## src/rtl/counter_display_driver.sv

```systemverilog
// Binary-to-BCD (double-dabble) converter driving a multiplexed common-anode 7-segment display.
// Optional build macro: LEADING_ZERO_BLANK_EN blanks digits above the most significant nonzero digit.
module counter_display_driver #(
    parameter int N        = 10,
    parameter int DIGITS   = 2,
    parameter int SCAN_DIV = 100000
) (
    input  logic                   clk,
    input  logic                   reset_n,
    input  logic [$clog2(N)-1:0]   count,
    output logic [6:0]             seg,
    output logic [DIGITS-1:0]      an,
    output logic                   disp_valid
);
    localparam int W     = $clog2(N);
    localparam int BCD_W = 4 * DIGITS;
    localparam int SR_W  = BCD_W + W;
    localparam int CNT_W = $clog2(W + 1);
    localparam int PRE_W = $clog2(SCAN_DIV);
    localparam int IDX_W = (DIGITS > 1) ? $clog2(DIGITS) : 1;

    if (N < 2) begin : g_chk_n
        $error("counter_display_driver: N must be >= 2");
    end
    if ((10 ** DIGITS) < N) begin : g_chk_digits
        $error("counter_display_driver: DIGITS too small to represent N-1");
    end
    if (SCAN_DIV < 2) begin : g_chk_scan
        $error("counter_display_driver: SCAN_DIV must be >= 2");
    end

    typedef enum logic [1:0] {IDLE, SHIFT, LATCH} state_t;

    state_t             state_q, next_state;
    logic               load, latch;
    logic [W-1:0]       count_p0;
    logic [W-1:0]       last_q;
    logic               pending_q;
    logic [CNT_W-1:0]   bit_cnt_q;
    logic [SR_W-1:0]    sr_q;
    logic [BCD_W-1:0]   disp_bcd_q;
    logic [PRE_W-1:0]   pre_q;
    logic [IDX_W-1:0]   idx_q;
    logic               blank;
    logic [3:0]         nib;

    // One double-dabble iteration: correct every BCD nibble >= 5, then shift left.
    function automatic logic [SR_W-1:0] dabble_step(input logic [SR_W-1:0] sr);
        logic [SR_W-1:0] t;
        t = sr;
        for (int d = 0; d < DIGITS; d++) begin
            if (t[W + 4*d +: 4] >= 4'd5)
                t[W + 4*d +: 4] = t[W + 4*d +: 4] + 4'd3;
        end
        return {t[SR_W-2:0], 1'b0};
    endfunction

    function automatic logic [6:0] seg_decode(input logic [3:0] v);
        case (v)
            4'd0:    return 7'b1000000;
            4'd1:    return 7'b1111001;
            4'd2:    return 7'b0100100;
            4'd3:    return 7'b0110000;
            4'd4:    return 7'b0011001;
            4'd5:    return 7'b0010010;
            4'd6:    return 7'b0000010;
            4'd7:    return 7'b1111000;
            4'd8:    return 7'b0000000;
            4'd9:    return 7'b0010000;
            default: return 7'h7F;
        endcase
    endfunction

    // Stage p0: input sample; free-running so it already holds count when reset releases.
    always_ff @(posedge clk) begin
        count_p0 <= count;
    end

    always_ff @(posedge clk or negedge reset_n) begin
        if (!reset_n) state_q <= IDLE;
        else          state_q <= next_state;
    end

    always_comb begin
        next_state = state_q;
        load       = 1'b0;
        latch      = 1'b0;
        case (state_q)
            IDLE: begin
                if (pending_q || (count_p0 != last_q)) begin
                    load       = 1'b1;
                    next_state = SHIFT;
                end
            end
            SHIFT: begin
                if (bit_cnt_q == CNT_W'(W - 1))
                    next_state = LATCH;
            end
            LATCH: begin
                latch      = 1'b1;
                next_state = IDLE;
            end
            default: next_state = IDLE;
        endcase
    end

    always_ff @(posedge clk or negedge reset_n) begin
        if (!reset_n) begin
            pending_q  <= 1'b1;
            last_q     <= '0;
            bit_cnt_q  <= '0;
            disp_bcd_q <= '0;
            disp_valid <= 1'b0;
        end else begin
            if (load) begin
                pending_q <= 1'b0;
                last_q    <= count_p0;
                bit_cnt_q <= '0;
            end else if (state_q == SHIFT) begin
                bit_cnt_q <= bit_cnt_q + 1'b1;
            end
            if (latch) begin
                disp_bcd_q <= sr_q[SR_W-1 -: BCD_W];
                disp_valid <= 1'b1;
            end
        end
    end

    always_ff @(posedge clk) begin
        if (load)
            sr_q <= {{BCD_W{1'b0}}, count_p0};
        else if (state_q == SHIFT)
            sr_q <= dabble_step(sr_q);
    end

    always_comb begin
        nib = disp_bcd_q[4*idx_q +: 4];
`ifdef LEADING_ZERO_BLANK_EN
        blank = (idx_q != '0) && ((disp_bcd_q >> (4*idx_q)) == '0);
`else
        blank = 1'b0;
`endif
    end

    // Scan: registered anode/segment drive follows the digit index by one cycle.
    always_ff @(posedge clk or negedge reset_n) begin
        if (!reset_n) begin
            pre_q <= '0;
            idx_q <= '0;
            an    <= '1;
            seg   <= 7'h7F;
        end else begin
            if (pre_q == PRE_W'(SCAN_DIV - 1)) begin
                pre_q <= '0;
                idx_q <= (idx_q == IDX_W'(DIGITS - 1)) ? '0 : idx_q + 1'b1;
            end else begin
                pre_q <= pre_q + 1'b1;
            end
            if (disp_valid) begin
                an  <= ~(DIGITS'(1) << idx_q);
                seg <= blank ? 7'h7F : seg_decode(nib);
            end else begin
                an  <= '1;
                seg <= 7'h7F;
            end
        end
    end
endmodule

```

## config.mk

```make
export PLATFORM = sky130hd
export DESIGN_NAME = counter_display_driver
export DESIGN_NICKNAME = d
export VERILOG_FILES = /design/src/rtl/counter_display_driver.sv
export SDC_FILE = /design/constraint.sdc
export NUM_CORES = 1
export LEC_CHECK = 0
export BUFFER_PORTS_ARGS = -buffer_cell sky130_fd_sc_hd__buf_2
export CORE_AREA = 2 2 88 107
export CTS_BUF_LIST = sky130_fd_sc_hd__clkbuf_4 sky130_fd_sc_hd__clkbuf_8 sky130_fd_sc_hd__clkbuf_16
export DETAILED_ROUTE_END_ITERATION = 8
export DIE_AREA = 0 0 90 109
export PLACE_DENSITY = 0.47
export SLEW_MARGIN = 20
export SYNTH_ARGS = -nofsm -noshare
export SYNTH_HDL_FRONTEND = slang
export SYNTH_SLANG_ARGS = --single-unit
```

## constraint.sdc

```tcl
create_clock -name clk -period 3.4 [get_ports clk]
set_input_delay 0.34 -clock clk [delete_from_list [all_inputs] [get_ports clk]]
set_output_delay 0.34 -clock clk [all_outputs]
set_load 0.05 [all_outputs]
```

# After elaboration in Yosys (flattened, before gate mapping)
# Memories as Yosys holds them, arrays and structs flattened.
# Cells that the tools add are included.
# totals
inputBits,6
word_cells,51
ff_bits,62
rom_bits,112
memories,1
# mem_list
memory,depth,word_bits,rd,rd_ports_with_merged_regs,wr,line,rtl
(no name shown),16,7,1,0,0,59,case (v)
# op_classes
add_sub_neg,5
shift,2
n_lt_le_gt_ge,2
n_reduce_logical,4
eq_ne,7
mux,16
bitwise_logic,1
# ops
cell,count
$add A17 B1 Y17 const B,1
$eq A17 B17 Y1 const B,1
$mux W17,1
$mux W4,3
$mux W3,3
$ge A4 B3 Y1 const B,2
$shiftx A8 B4 Y4,1
$mux W7,1
$mux W2,3
$add A4 B2 Y4 const B,1
$mux W1,4
$ne A2 B2 Y1 const B,2
$ne A4 B4 Y1,1
$pmux W2 S2,1
$add A3 B1 Y3 const B,1
$add A3 B2 Y3 const B,1
$eq A3 B2 Y1 const B,1
$eq A2 B1 Y1 const B,1
$eq A2 B2 Y1 const B,1
$logic_not A2 Y1,1
$not A2 Y2,1
$reduce_and A2 Y1,1
$reduce_bool A2 Y1,1
$shl A1 B1 Y2 const A,1
2 further kinds,2

# Longest topological paths before layout
# depth
ltp_word,5
depth_mapped,7
ltp_nobuf,6

# Least setup slack after synthesis
# Ideal clock, no wire load.
# synth_timing
path_kind,reg2reg
from,reg state_q[0]
to,"reg sr_q[2], data pin"
path_stages_with_launch,5
setup_ns,0.260
period_less_slack_ns,1.767
slack_ns,1.633
required_ns,3.140
arrival_ns,1.507
cell_sequence,dfrtp_1 > nor2_1 > o21a_1 > clkbuf_1 > mux2_2
# synth_between
elab_chain_len,3
# synth_lines
item,line,rtl
"start, declared",34,"state_t state_q, next_state;"
"start signal, assigned",81,else state_q <= next_state;
$logic_not A2 Y1,88,case (state_q)
$mux W1,88,
$mux W4,130,if (load)
"end signal, assigned",131,"sr_q <= {{BCD_W{1'b0}}, count_p0};"
"end signal, assigned",133,sr_q <= dabble_step(sr_q);
"end, declared",40,logic [SR_W-1:0] sr_q;
# Every way passes these cells.
# A chain may end at the register's enable or synchronous reset.

# Final worst setup path
# layout_timing
from,reg state_q[0]
to,"reg sr_q[3], data pin"
# The elaborated chain is that of the path after synthesis.

==> impl_metrics.env <==
export IMPL_dp_cells=379
export IMPL_hp_class="in2async"
export IMPL_run_status="finished clean"
export IMPL_synth_area_per_cell_um2=11.0
export IMPL_power_frac_comb=0.334
export IMPL_cts_path_max_buffers=2
export IMPL_die_h_um=109
export IMPL_rsz0062_at_grt="no"
export IMPL_worstSetupStartpoint="state_q[0]"
export IMPL_cts_sinks=62
export IMPL_final_nets=288
export IMPL_grt_pass1_wl_um=8110
export IMPL_cts_tree="done"
export IMPL_setup_tns_final_ns=0
export IMPL_p_leak_nw=1.35
export IMPL_layout_common_cells="dfrtp_1 (36), nand2_1 (28), mux2_2 (16), o21ai_0 (16), buf_2 (15)"
export IMPL_dp_hpwl_um=3210
export IMPL_io_pins=16
export IMPL_slew_violations=0
export IMPL_clockPowerShare=0.239
export IMPL_portBuffers=15
export IMPL_fin_skew_ns=0.00897
export IMPL_crit_type="reg2reg"
export IMPL_totalWireLength_um=4690
export IMPL_setup_viol=0
export IMPL_final_core_util=0.357
export IMPL_p_int_mw=1.63
export IMPL_synth_top_cell_by_area="dfrtp_1"
export IMPL_fillCellCount=923
export IMPL_tightestPinTransition_ns=0.806
export IMPL_worstSkewPairLatency_ns=0.34
export IMPL_syn_inst=251
export IMPL_synth_nets=269
export IMPL_post_route_drc_count=0
export IMPL_post_cts_setup_buffer_count=0
export IMPL_cap_violations=0
export IMPL_cp_data_required_time_ns=3.48
export IMPL_cts_resized=0
export IMPL_die_area_um2=9810
export IMPL_die_w_um=90
export IMPL_startpoint_type="register"
export IMPL_grt_pass1_vias=1704
export IMPL_synth_top_area_share=0.325
export IMPL_fp_row_count=38
export IMPL_max_clock_freq_ghz=0.523
export IMPL_cp_end_kind="register"
export IMPL_start_util=0.313
export IMPL_relSlewSlack=0.463
export IMPL_htree_levels=3
export IMPL_grt_util_all_layers=0.107
export IMPL_ys_ff_latch=62
export IMPL_r2r_start="state_q[0]"
export IMPL_path_clk_slew_ns=0.07
export IMPL_grt_overflow=0
export IMPL_drt_pass1_iterations=4
export IMPL_vdd_drop_max_uv=311
export IMPL_ys_types=42
export IMPL_numCtsBuffers=9
export IMPL_layout_commonest_cell="dfrtp_1"
export IMPL_drive_gt1_frac=0.225
export IMPL_avgViaCountPerCell=4.52
export IMPL_swShare=0.365
export IMPL_syn2layout_area_growth_pct=14.1
export IMPL_wl_per_cell_um=11.9
export IMPL_gp_congestion=0.706
export IMPL_cts_root_buf="clkbuf_8"
export IMPL_hold_violations=0
export IMPL_path_max_fanout=12
export IMPL_switching_power_uw=938
export IMPL_fin_crit_sh=0.563
export IMPL_coreArea_um2=8840
export IMPL_antenna_found_initial=0
export IMPL_report_power_total_mw=2.57
export IMPL_yosysWarnings=0
export IMPL_pwr_share_seq=0.427
export IMPL_synth_area_um2=2770
export IMPL_arrival_ns=2.00
export IMPL_power_density_nw_per_um2=813
export IMPL_drt_iter0_drc=56
export IMPL_grt_max_degree=37
export IMPL_yosysSeqAreaShare=0.550
export IMPL_diodes=0
export IMPL_vias=1786
export IMPL_ant_nets=0
export IMPL_ys_top_cells_by_area="dfrtp_1 (33%), dfstp_2 (9.5%), dfxtp_1 (8.7%)"
export IMPL_hold_buffers=0
export IMPL_final_cells=395
export IMPL_finalCriticalPeriod_ns=1.91
[cell families (layout without fill, tap and decap cells)]
| group | after synthesis | count (layout) | share of synthesized area |
|---|---|---|---|
| AO/OA/AOI/OAI | 40 | 40 | 0.0822 |
| XOR/XNOR | 19 | 19 | 0.0601 |
| adder cells (fa/ha/maj) | 12 | 12 | 0.0542 |
| buffers and inverters | 18 | 42 | 0.0249 |
| flip-flops | 62 | 62 | 0.550 |
| multiplexers | 19 | 19 | 0.0759 |
| AND/OR/NAND/NOR | 81 | 81 | 0.152 |
[cells in the mapped netlist (all sizes together)]
cell / count
and4: 2
o2bb2ai: 2
a31oi: 2
or3b: 1
inv: 10
edfxtp: 4
a21o: 1
and3: 1
nor3b: 1
o41ai: 1
nor2b: 3
xnor2: 12
mux2i: 3
buf: 1
o31ai: 1
a21oi: 13
o21bai: 1
nand2b: 9
nand4: 3
nor3: 4
nand2: 28
o22ai: 1
and2: 2
nand3: 9
clkbuf: 7
nor2: 11
xor2: 7
nor4b: 1
or4: 1
o211ai: 1
or4b: 1
dfstp: 10
dfrtp: 36
or3: 4
o21ai: 16
ha: 12
dfxtp: 12
mux2: 16
o21a: 1
[worst max-delay path, stage by stage (launching register included)]
cell     delay (ns)
dfrtp_1        0.41
nor2_1         0.39
o21a_1         0.48
mux2_2         0.39
[power groups by stage]
| stage | registers (mW) | clock network, mW | logic (mW) |
|---|---|---|---|
| 3_5_place_dp | 1.11 | 0 | 0.874 |
| 2_1_floorplan | 1.27 | 0 | 0.542 |
| 5_1_grt | 1.13 | 0.668 | 0.976 |
| 3_3_place_gp | 1.11 | 0 | 0.870 |
| 4_1_cts | 1.10 | 0.638 | 0.877 |
| 6_report | 1.10 | 0.614 | 0.859 |
[sequential cells by signal, summed over array words and instances (netlist names)]
name	cells
an	2
pending_q	1
disp_bcd_q	8
sr_q	12
state_q	2
disp_valid	1
count_p0	4
idx_q	1
pre_q	17
seg	7
bit_cnt_q	3
last_q	4
[through the flow]
stage / setup slack, ns / instance area, um2 / hold WS, ns
finish: 1.49 / 3160 / 0.102
global route: 1.35 / 3160 / 0.0847
global placement: 1.48 / 2970 / 0.442
CTS: 1.45 / 3160 / 0.0881
floorplan: 1.63 / 2770 / 0.0444
detailed placement: 1.46 / 2970 / 0.444
[layer usage]
metal	vias to the layer above	GRT usage	part of all wire
met5	-	0	0
met2	26	0.169	0.46
met4	0	0.0593	0.021
li1	901	-	-
met1	849	0.132	0.48
met3	10	0.0304	0.035
[worst paths after layout]
check | end | slack [ns] | cells past startpoint
worst max register to register | sr_q[3] | 1.49 | 3
worst min register to register | sr_q[9] | 0.47 | 2
worst max-delay path | sr_q[3] | 1.49 | 3
min in group clk | count_p0[0] | 0.11 | 1
max in group asynchronous | seg[1] | 2.58 | 2
worst min-delay path | pre_q[16] | 0.10 | 1
[layout make-up]
class | instances | area, um2 | share of cell area
flip-flops and latches | 62 | 1520 | 0.482
multi-input cells | 171 | 1180 | 0.372
clock buffers | 13 | 173 | 0.0546
well taps | 120 | 150 | 0.0475
repair buffers | 16 | 82.6 | 0.0261
inverters | 10 | 37.5 | 0.0119
clock inverters | 3 | 17.5 | 0.00554
(Power assumes the default switching activity.)
